$ cat src/rtl/oht2bin_pkg.sv
// Shared constants, tree-shape helpers and node record for the one-hot to binary tree.
// Latency: none (package only).
// Backpressure: not applicable.
//
// levels(width, split) : depth of a split-ary tree over width leaves
// clog2(split)         : index bits contributed per tree level
// node_t               : {any, err, idx} record, sized for the widest supported index
package oht2bin_pkg;

    // Widest index a node_t can carry; 16 bits covers trees up to 64K leaves.
    localparam int MAX_IDX_W = 16;

    function automatic int clog2(input int split);
        int r = 0;
        while ((1 << r) < split) begin
            r++;
        end
        return r;
    endfunction

    function automatic int levels(input int width, input int split);
        int l = 0;
        int w = width;
        while (w > 1) begin
            w = w / split;
            l++;
        end
        return l;
    endfunction

    typedef struct packed {
        logic                 any;
        logic                 err;
        logic [MAX_IDX_W-1:0] idx;
    } node_t;

endpackage

$ cat src/rtl/oht2bin_node.sv
// One SPLIT-input reduction node: merges child {any, err, idx} records into a parent record.
// Latency: combinational.
// Backpressure: none; the enclosing pipeline stage decides when the result is captured.
//
// c_dat_i : SPLIT child words, child c at [c*CW +: CW], laid out as {any, err, idx[CIW-1:0]}
// any_o   : OR of child any bits
// err_o   : OR of child err bits, or more than one child with any set
// idx_o   : {index of child with any set, OR of child idx masked by child any}
module oht2bin_node
    import oht2bin_pkg::*;
#(
    parameter int  SPLIT = 2,
    parameter int  CIW   = 0,
    localparam int LS    = clog2(SPLIT),
    localparam int CW    = CIW + 2
) (
    input  logic [SPLIT*CW-1:0] c_dat_i,
    output logic                any_o,
    output logic                err_o,
    output logic [CIW+LS-1:0]   idx_o
);

    logic [SPLIT-1:0] ch_any;
    logic [SPLIT-1:0] ch_err;
    logic [LS-1:0]    hi;

    for (genvar c = 0; c < SPLIT; c++) begin : g_ch
        assign ch_any[c] = c_dat_i[c*CW + CW - 1];
        assign ch_err[c] = c_dat_i[c*CW + CW - 2];
    end

    // Child positions are OR-ed rather than priority-selected, so a multi-hot
    // input yields the OR of all set-bit indexes instead of an arbitrary pick.
    always_comb begin
        hi = '0;
        for (int c = 0; c < SPLIT; c++) begin
            if (ch_any[c]) begin
                hi = hi | LS'(c);
            end
        end
    end

    assign any_o = |ch_any;
    // x & (x-1) is non-zero exactly when two or more bits of x are set.
    assign err_o = (|ch_err) || ((ch_any & (ch_any - 1'b1)) != '0);

    if (CIW > 0) begin : g_lo
        logic [CIW-1:0] lo;

        always_comb begin
            lo = '0;
            for (int c = 0; c < SPLIT; c++) begin
                lo = lo | (c_dat_i[c*CW +: CIW] & {CIW{ch_any[c]}});
            end
        end

        assign idx_o = {hi, lo};
    end else begin : g_leaf
        assign idx_o = hi;
    end

endmodule

$ cat src/rtl/oht2bin_pipe_tree.sv
// Pipelined one-hot to binary encoder: SPLIT-ary reduction tree, one register stage per level.
// Latency: LEVELS cycles with ordy high; one transaction per cycle, no bubbles.
// Backpressure: per-stage valid/ready chain; stages fill while ordy is low, irdy falls only when all are full.
//
// clk, rst       : clock (rising edge), asynchronous active-high reset
// oht, ivld/irdy : input vector and its handshake
// bin, any, err  : binary index, any-bit-set flag, more-than-one-bit flag
// ovld/ordy      : output handshake
module oht2bin_pipe_tree
    import oht2bin_pkg::*;
#(
    parameter int  WIDTH  = 32,
    parameter int  SPLIT  = 2,
    localparam int LEVELS = levels(WIDTH, SPLIT),
    localparam int LS     = clog2(SPLIT)
) (
    input  logic                     clk,
    input  logic                     rst,
    input  logic [WIDTH-1:0]         oht,
    input  logic                     ivld,
    output logic                     irdy,
    output logic [$clog2(WIDTH)-1:0] bin,
    output logic                     any,
    output logic                     err,
    output logic                     ovld,
    input  logic                     ordy
);

    localparam int BW = LEVELS * LS;

    // ------------------------------------------------------------------
    // Handshake chain
    // ------------------------------------------------------------------
    logic [LEVELS-1:0] vld_q;
    logic [LEVELS-1:0] vld_d;
    logic [LEVELS:0]   rdy;
    logic [LEVELS-1:0] in_vld;
    logic [LEVELS-1:0] load;

    assign rdy[LEVELS] = ordy;
    assign in_vld[0]   = ivld;

    for (genvar k = 0; k < LEVELS; k++) begin : g_rdy
        // A stage can accept when empty or when its content moves on this cycle.
        assign rdy[k] = !vld_q[k] || rdy[k+1];
    end

    for (genvar k = 1; k < LEVELS; k++) begin : g_ivld
        assign in_vld[k] = vld_q[k-1];
    end

    // Data only loads on a real transfer, so bubbles leave held data untouched.
    assign load = rdy[LEVELS-1:0] & in_vld;

    always_comb begin
        vld_d = vld_q;
        for (int k = 0; k < LEVELS; k++) begin
            if (rdy[k]) begin
                vld_d[k] = in_vld[k];
            end
        end
    end

    always_ff @(posedge clk or posedge rst) begin
        if (rst) begin
            vld_q <= '0;
        end else begin
            vld_q <= vld_d;
        end
    end

    // ------------------------------------------------------------------
    // Reduction tree, one registered level per stage.
    // Each node word is {any, err, idx}; level k has WIDTH/SPLIT**(k+1) nodes
    // with (k+1)*LS index bits, which is exactly the child word of level k+1.
    // ------------------------------------------------------------------
    for (genvar k = 0; k < LEVELS; k++) begin : g_lvl
        localparam int NN  = WIDTH / (SPLIT ** (k + 1));
        localparam int CIW = k * LS;
        localparam int CW  = CIW + 2;
        localparam int OW  = (k + 1) * LS;
        localparam int NW  = OW + 2;

        wire  [NN*SPLIT*CW-1:0] c_dat;
        wire  [NN*NW-1:0]       n_d;
        logic [NN*NW-1:0]       n_q;

        if (k == 0) begin : g_src
            // Leaves: any is the raw bit, err is never set by a single bit.
            for (genvar b = 0; b < WIDTH; b++) begin : g_bit
                assign c_dat[b*2 +: 2] = {oht[b], 1'b0};
            end
        end else begin : g_src
            assign c_dat = g_lvl[k-1].n_q;
        end

        for (genvar j = 0; j < NN; j++) begin : g_node
            oht2bin_node #(
                .SPLIT (SPLIT),
                .CIW   (CIW)
            ) u_node (
                .c_dat_i (c_dat[j*SPLIT*CW +: SPLIT*CW]),
                .any_o   (n_d[j*NW + NW - 1]),
                .err_o   (n_d[j*NW + NW - 2]),
                .idx_o   (n_d[j*NW +: OW])
            );
        end

        always_ff @(posedge clk or posedge rst) begin
            if (rst) begin
                n_q <= '0;
            end else if (load[k]) begin
                n_q <= n_d;
            end
        end
    end

    // ------------------------------------------------------------------
    // Outputs
    // ------------------------------------------------------------------
    assign irdy = rdy[0];
    assign ovld = vld_q[LEVELS-1];
    assign any  = g_lvl[LEVELS-1].n_q[BW+1];
    assign err  = g_lvl[LEVELS-1].n_q[BW];
    assign bin  = g_lvl[LEVELS-1].n_q[BW-1:0];

endmodule
$ cat config.mk
export PLATFORM = sky130hd
export DESIGN_NAME = oht2bin_pipe_tree
export DESIGN_NICKNAME = d
export VERILOG_FILES = /design/src/rtl/oht2bin_pkg.sv /design/src/rtl/oht2bin_node.sv /design/src/rtl/oht2bin_pipe_tree.sv
export SDC_FILE = /design/constraint.sdc
export NUM_CORES = 1
export LEC_CHECK = 0
export CORE_MARGIN = 1.5
export CORE_UTILIZATION = 55
export CTS_CLUSTER_DIAMETER = 30
export CTS_CLUSTER_SIZE = 10
export DETAILED_ROUTE_END_ITERATION = 8
export PLACE_DENSITY = 0.76
export SYNTH_ARGS = -nofsm -noshare
export SYNTH_HDL_FRONTEND = slang
export SYNTH_HIERARCHICAL = 1
export SYNTH_SLANG_ARGS = --single-unit
$ cat constraint.sdc
create_clock -name clk -period 4.6 [get_ports clk]
set_clock_uncertainty 0.1 [all_clocks]
set_input_delay 0.92 -clock clk [delete_from_list [all_inputs] [get_ports clk]]
set_output_delay 0.92 -clock clk [all_outputs]
set_load 0.005 [all_outputs]
==> results.sh, run 1 <==
export IMPL_vias=3163
export IMPL_worstReg2RegEnd="g_lvl[0].n_q[47]"
export IMPL_grt_overflow=0
export IMPL_dp_hpwl_um=6060
export IMPL_yosysUniqueCellTypes=20
export IMPL_synthArstFlopShare_pct=100
export IMPL_ys_flop_type="dfrtp_1"
export IMPL_synth_top_area_share_pct=55.0
export IMPL_maxCapViolations=0
export IMPL_layout_drive_gt1_share_pct=35.0
export IMPL_peakVddDrop_uv=335
export IMPL_firstDrtPassIters=4
export IMPL_route_detailed_wl_per_inst_um=15.9
export IMPL_drt_iter0_drc=115
export IMPL_grt_pass1_wl_um=16500
export IMPL_highest_layer="met4"
export IMPL_worstPathRequired_ps=3580
export IMPL_die_y_um=104
export IMPL_via_per_inst=5.33
export IMPL_htree_levels=4
export IMPL_min_delay_start="g_lvl[0].n_q[1]"
export IMPL_clkLatencyLatePin_ps=500
export IMPL_cts_setup_buffers=0
export IMPL_grt_max_degree=92
export IMPL_die_w_um=104
export IMPL_synth_area_mm2=0.00564
export IMPL_hold_end="g_lvl[0].n_q[1]"
export IMPL_synth_edf_count=0
export IMPL_cts_made_buffers=17
export IMPL_holdPathStages=1
export IMPL_cp_start_kind="input port"
export IMPL_syn_area_per_cell_um2=14.1
export IMPL_powerDensity_mw_per_mm2=462
export IMPL_max_freq_mhz=302
export IMPL_wl_met1_um=4330
export IMPL_crit_fanout=3
export IMPL_worstSetupEndpointType="output pin"
export IMPL_portBuffers=44
export IMPL_start_util_pct=57.2
export IMPL_cp_arrival_ps=2290
export IMPL_place_ws_ps=1300
export IMPL_clock_sinks=124
export IMPL_ys_seq_elements=124
export IMPL_reg2reg_slack_ps=2540
export IMPL_ios=45
export IMPL_maxSlewHeadroom_pct=27.8
export IMPL_setup_tns_ps=0
export IMPL_post_cts_resized=0
export IMPL_root_buffer="clkbuf_8"
export IMPL_dr_wl_met3_um=247
export IMPL_setup_viol=0
export IMPL_leakagePower_nw=2.39
export IMPL_final_nets=483
export IMPL_r2r_start="vld_q[4]"
export IMPL_globalplace_congestion=0.727
export IMPL_yosysTopAreaCell="dfrtp_1"
export IMPL_core_area_mm2=0.00986
export IMPL_status="completed"
export IMPL_grt_pass1_vias=3368
export IMPL_period_minus_slack_ps=3310
export IMPL_die_area_mm2=0.0109
export IMPL_crit_type="in -> out"
export IMPL_period_share_pct=72.0
export IMPL_ys_top_cells_by_area="dfrtp_1 55%, mux2_2 20%, buf_4 5.7%"
export IMPL_hold_path_class="reg -> reg"
export IMPL_synth_warning_count=6
export IMPL_drt_wl_total_um=9400
export IMPL_antenna_found_initial=0
export IMPL_rsz0062_at_grt="false"
export IMPL_drc=0
export IMPL_cts_tree="built"
export IMPL_wl_met2_um=4680
export IMPL_ys_seq_area_share_pct=55.0
export IMPL_worst_slack_ps=1290
export IMPL_slew_viol_final=0
export IMPL_cts_hold_buf=0
export IMPL_syn_inst=399
export IMPL_final_hold_viol_count=0
export IMPL_clkTransAtPathRegs_ps=60
export IMPL_rows=36
export IMPL_ant_nets=0
export IMPL_antenna_cells=0
export IMPL_area_growth_pct=18.4
export IMPL_fill_cells=696
export IMPL_grt_use_total_pct=19.3
export IMPL_reg2reg_depth=4
export IMPL_worst_pin_slew_ps=1080
export IMPL_cts_buffer_depth=2
metrics by stage:
step / utilization (%) / cell area (µm²) / hold slack (ps) / cells / power (W)
CTS: 67.8 / 6680 / 403 / 593 / 0.00312
global placement: 61.4 / 6050 / 382 / 561 / 0.00168
global route: 67.8 / 6680 / 414 / 593 / 0.00322
floorplan: - / 5760 / 365 / 430 / 0.00163
finish: 67.8 / 6680 / 398 / 593 / 0.00309
detailed placement: 61.4 / 6050 / 382 / 561 / 0.00170
critical path: stages:
cell	delay, ps
clkdlybuf4s50_1	490
and4b_1	240
nand3_1	110
clkdlybuf4s50_1	520
cell usage in the layout, fill, tap and decap left out, types with 3 or more instances in the layout:
cell / n
mux2_2: 99
a22o_2: 26
bufinv_16: 5
clkbuf_16: 16
clkdlybuf4s50_1: 44
nand2b_1: 3
mux2_1: 20
conb_1: 32
or2_1: 31
clkinvlp_4: 3
nand2_1: 4
clkbuf_1: 3
dfrtp_1: 124
a211o_1: 31
buf_4: 3
metal layers:
layer | GRT usage (%) | vias to the layer above
met1 | 25.0 | 1620
met5 | 0 | -
met3 | 5.20 | 12
met2 | 31.5 | 46
li1 | - | 1485
met4 | 6.65 | 0
cells by family (layout without fill, tap and decap cells):
group | count (synthesis) | after routing | share of synthesized area (%)
flops | 124 | 124 | 55.0
buf+inv | 52 | 82 | 6.69
mux | 119 | 119 | 23.7
other cells | 1 | 32 | 0.0664
compound gates | 62 | 62 | 10.1
simple gates | 41 | 41 | 4.46
cells in the mapped netlist (all sizes together) (2+ instances only):
master and number:
a211o 31, a22o 26, buf 50, dfrtp 124
inv 2, mux2 119, nand2 4, nand2b 3
o21ai 2, or2 31
power breakdown:
group          internal [W]  switching [W]
registers           0.00123      0.0000997
clock network      0.000947       0.000460
logic              0.000214       0.000139
sequential cells by signal, summed over array words and instances, names as in the netlist:
signal	flops
g_lvl.n_q	119
vld_q	5
layout make-up:
class	count	area (µm²)	share of cell area, %
Timing Repair Buffer	48	483	7.23
Inverter	2	10.0	0.150
Clock inverter	11	191	2.86
Multi-Input combinational cell	254	2290	34.3
Sequential cell	124	3100	46.4
Clock buffer	21	439	6.57
Tap cell	133	166	2.49
worst max-delay path by stage:
stage | from | to | slack, ps | cells after the start
6_report | ordy | irdy | 1290 | 4
3_5_place_dp | ordy | irdy | 1300 | 4
3_3_place_gp | ordy | irdy | 1270 | 4
2_1_floorplan | rst | g_lvl[0].n_q[0] | 280 | 1
5_1_grt | ordy | irdy | 1220 | 4
4_1_cts | ordy | irdy | 1270 | 4
Power figures use the tool's default switching activity.
==> inputs of run 2 (changes only) <==
==> constraint.sdc (replaced) <==
create_clock -name clk -period 3.1 [get_ports clk]
set_clock_uncertainty 0.1 [all_clocks]
set_input_delay 0.62 -clock clk [delete_from_list [all_inputs] [get_ports clk]]
set_output_delay 0.62 -clock clk [all_outputs]
set_load 0.005 [all_outputs]
==> run 2 against run 1 <==
  * Sequential cell count stayed put
  * Sequential share of layout area is 0.18 points higher
  * Non-clock buffer count is 2 higher
  * Via count is 0.60% higher
  * Global-route usage is 0.70 points lower
  * Core utilization is 0.27 points lower
  * Die area stayed put
  * Power is 42% higher
  * Setup slack worse by 900 ps
  * Register-to-register slack worse by 1300 ps
  * Hold slack worse by 4.4 ps
  * Largest power group is now sequential cells
==> results.sh, run 2 (synthesis results as in run 1) <==
export IMPL_worst_path_max_delay_cell="clkdlybuf4s50_1"
export IMPL_core_area_mm2=0.00986
export IMPL_grt_max_degree=125
export IMPL_grt_use_total_pct=18.6
export IMPL_worstPathRequired_ps=2380
export IMPL_drt_wl_total_um=9120
export IMPL_setup_tns_ps=0
export IMPL_p_total_w=0.00437
export IMPL_min_delay_start="g_lvl[0].n_q[9]"
export IMPL_rows=36
export IMPL_ios=45
export IMPL_post_cts_resized=0
export IMPL_crit_fanout=3
export IMPL_grt_pass1_wl_um=15900
export IMPL_fill_cells=713
export IMPL_die_y_um=104
export IMPL_portBuffers=44
export IMPL_powerDensity_mw_per_mm2=657
export IMPL_final_hold_viol_count=0
export IMPL_r2r_start="vld_q[3]"
export IMPL_firstDrtPassIters=4
export IMPL_layout_drive_gt1_share_pct=35.9
export IMPL_ant_nets=0
export IMPL_postLayoutCellArea_mm2=0.00666
export IMPL_largest_reg_flops=119
export IMPL_dp_hpwl_um=5960
export IMPL_cts_buffer_depth=2
export IMPL_clkTransAtPathRegs_ps=50
export IMPL_cts_tree="built"
export IMPL_final_common_cell="dfrtp_1"
export IMPL_rsz0062_at_grt="false"
export IMPL_timing_hold_ws_ps=393
export IMPL_crit_type="in -> out"
export IMPL_peakVddDrop_uv=449
export IMPL_hold_path_class="reg -> reg"
export IMPL_critPathLaunch="ordy"
export IMPL_leakagePower_nw=2.39
export IMPL_grt_pass1_vias=3291
export IMPL_slew_viol_final=0
export IMPL_cts_made_buffers=17
export IMPL_grt_overflow=0
export IMPL_crit_top_cell="clkdlybuf4s50_1"
export IMPL_drc=0
export IMPL_via_per_inst=5.35
export IMPL_cp_start_kind="input port"
export IMPL_seq_area_mm2=0.00310
export IMPL_final_nets=485
export IMPL_die_area_mm2=0.0109
export IMPL_period_minus_slack_ps=2710
export IMPL_area_growth_pct=18.0
export IMPL_setup_viol=0
export IMPL_use_met2_pct=31.0
export IMPL_clock_sinks=124
export IMPL_final_cell_mix="124 x dfrtp_1, 99 x mux2_2, 44 x clkdlybuf4s50_1"
export IMPL_drt_iter0_drc=91
export IMPL_vias=3182
export IMPL_dpl_instance_area_mm2=0.00608
export IMPL_top_usage_layer="met2"
export IMPL_htree_levels=4
export IMPL_worstPathCellList="clkdlybuf4s50_1 > and4b_1 > nand3_1 > clkdlybuf4s50_1"
export IMPL_period_share_pct=87.4
export IMPL_max_stage_delay_ps=520
export IMPL_multi_input_area_mm2=0.00229
export IMPL_status="completed"
export IMPL_gr_usage_met1_pct=23.2
export IMPL_worst_pin_slew_ps=621
export IMPL_root_buffer="clkbuf_8"
export IMPL_worstSetupEndpointType="output pin"
export IMPL_max_freq_mhz=369
export IMPL_die_w_um=104
export IMPL_antenna_found_initial=0
export IMPL_antenna_cells=0
export IMPL_top_regs="g_lvl.n_q x119, vld_q x5"
export IMPL_cts_hold_buf=0
export IMPL_cts_setup_buffers=0
export IMPL_start_util_pct=57.2
export IMPL_maxCapViolations=0
export IMPL_globalplace_congestion=0.734
export IMPL_route_detailed_wl_per_inst_um=15.3
export IMPL_maxSlewHeadroom_pct=58.6
export IMPL_regMostFlops="g_lvl.n_q"
export IMPL_clkLatencyLatePin_ps=510
export IMPL_cp_arrival_ps=1990
export IMPL_global_route_usage_met3_pct=5.76
run 2: changes by cell type in the layout (fill, tap and decap cells not counted), sizes merged:
cell	delta
clkinv	+6
bufinv	-3
buf	+2
clkbuf	-1
clkinvlp	-1
inv	-1
run 2: worst max-delay path: cells and delay by family:
kind                   cells  cell delay [ps]
AND/OR/NAND/NOR            2              350
buffers and inverters      2             1010
run 2: layer usage:
| layer | wire [µm] | vias to the layer above |
|---|---|---|
| met5 | 0 | - |
| met4 | 74 | 0 |
| met3 | 238 | 8 |
| met2 | 4650 | 43 |
| met1 | 4160 | 1643 |
| li1 | - | 1488 |
run 2: power by group:
group          leakage [nW]  internal, W  switching (W)  total [W]
clock                 0.290      0.00120       0.000674    0.00187
sequential             1.23      0.00182       0.000148    0.00197
combinational         0.872     0.000324       0.000205   0.000529
total                  2.39      0.00335        0.00103    0.00437
run 2: area by class of cell:
| cell class | count | area share, % |
|---|---|---|
| repair buffers | 50 | 7.67 |
| clock buffers | 20 | 6.84 |
| clock inverters | 12 | 1.80 |
| well taps | 133 | 2.50 |
| inverters | 2 | 0.169 |
| flip-flops and latches | 124 | 46.6 |
| multi-input cells | 254 | 34.4 |
run 2: final timing paths:
| path | end | slack [ps] | depth (start not counted) |
|---|---|---|---|
| min in group asynchronous | g_lvl[2].n_q[1] | 580 | 3 |
| max | irdy | 390 | 4 |
| min | g_lvl[0].n_q[9] | 390 | 1 |
| min reg2reg | g_lvl[0].n_q[9] | 390 | 1 |
| max reg2reg | g_lvl[1].n_q[3] | 1290 | 4 |
| max in group asynchronous | vld_q[2] | 1890 | 3 |
run 2: stage by stage:
stage	worst slack, ps	std cells	util, %
4_1_cts	377	595	67.5
5_1_grt	310	595	67.5
6_report	392	595	67.5
3_5_place_dp	396	563	61.7
2_1_floorplan	855	430	-
3_3_place_gp	371	563	61.7
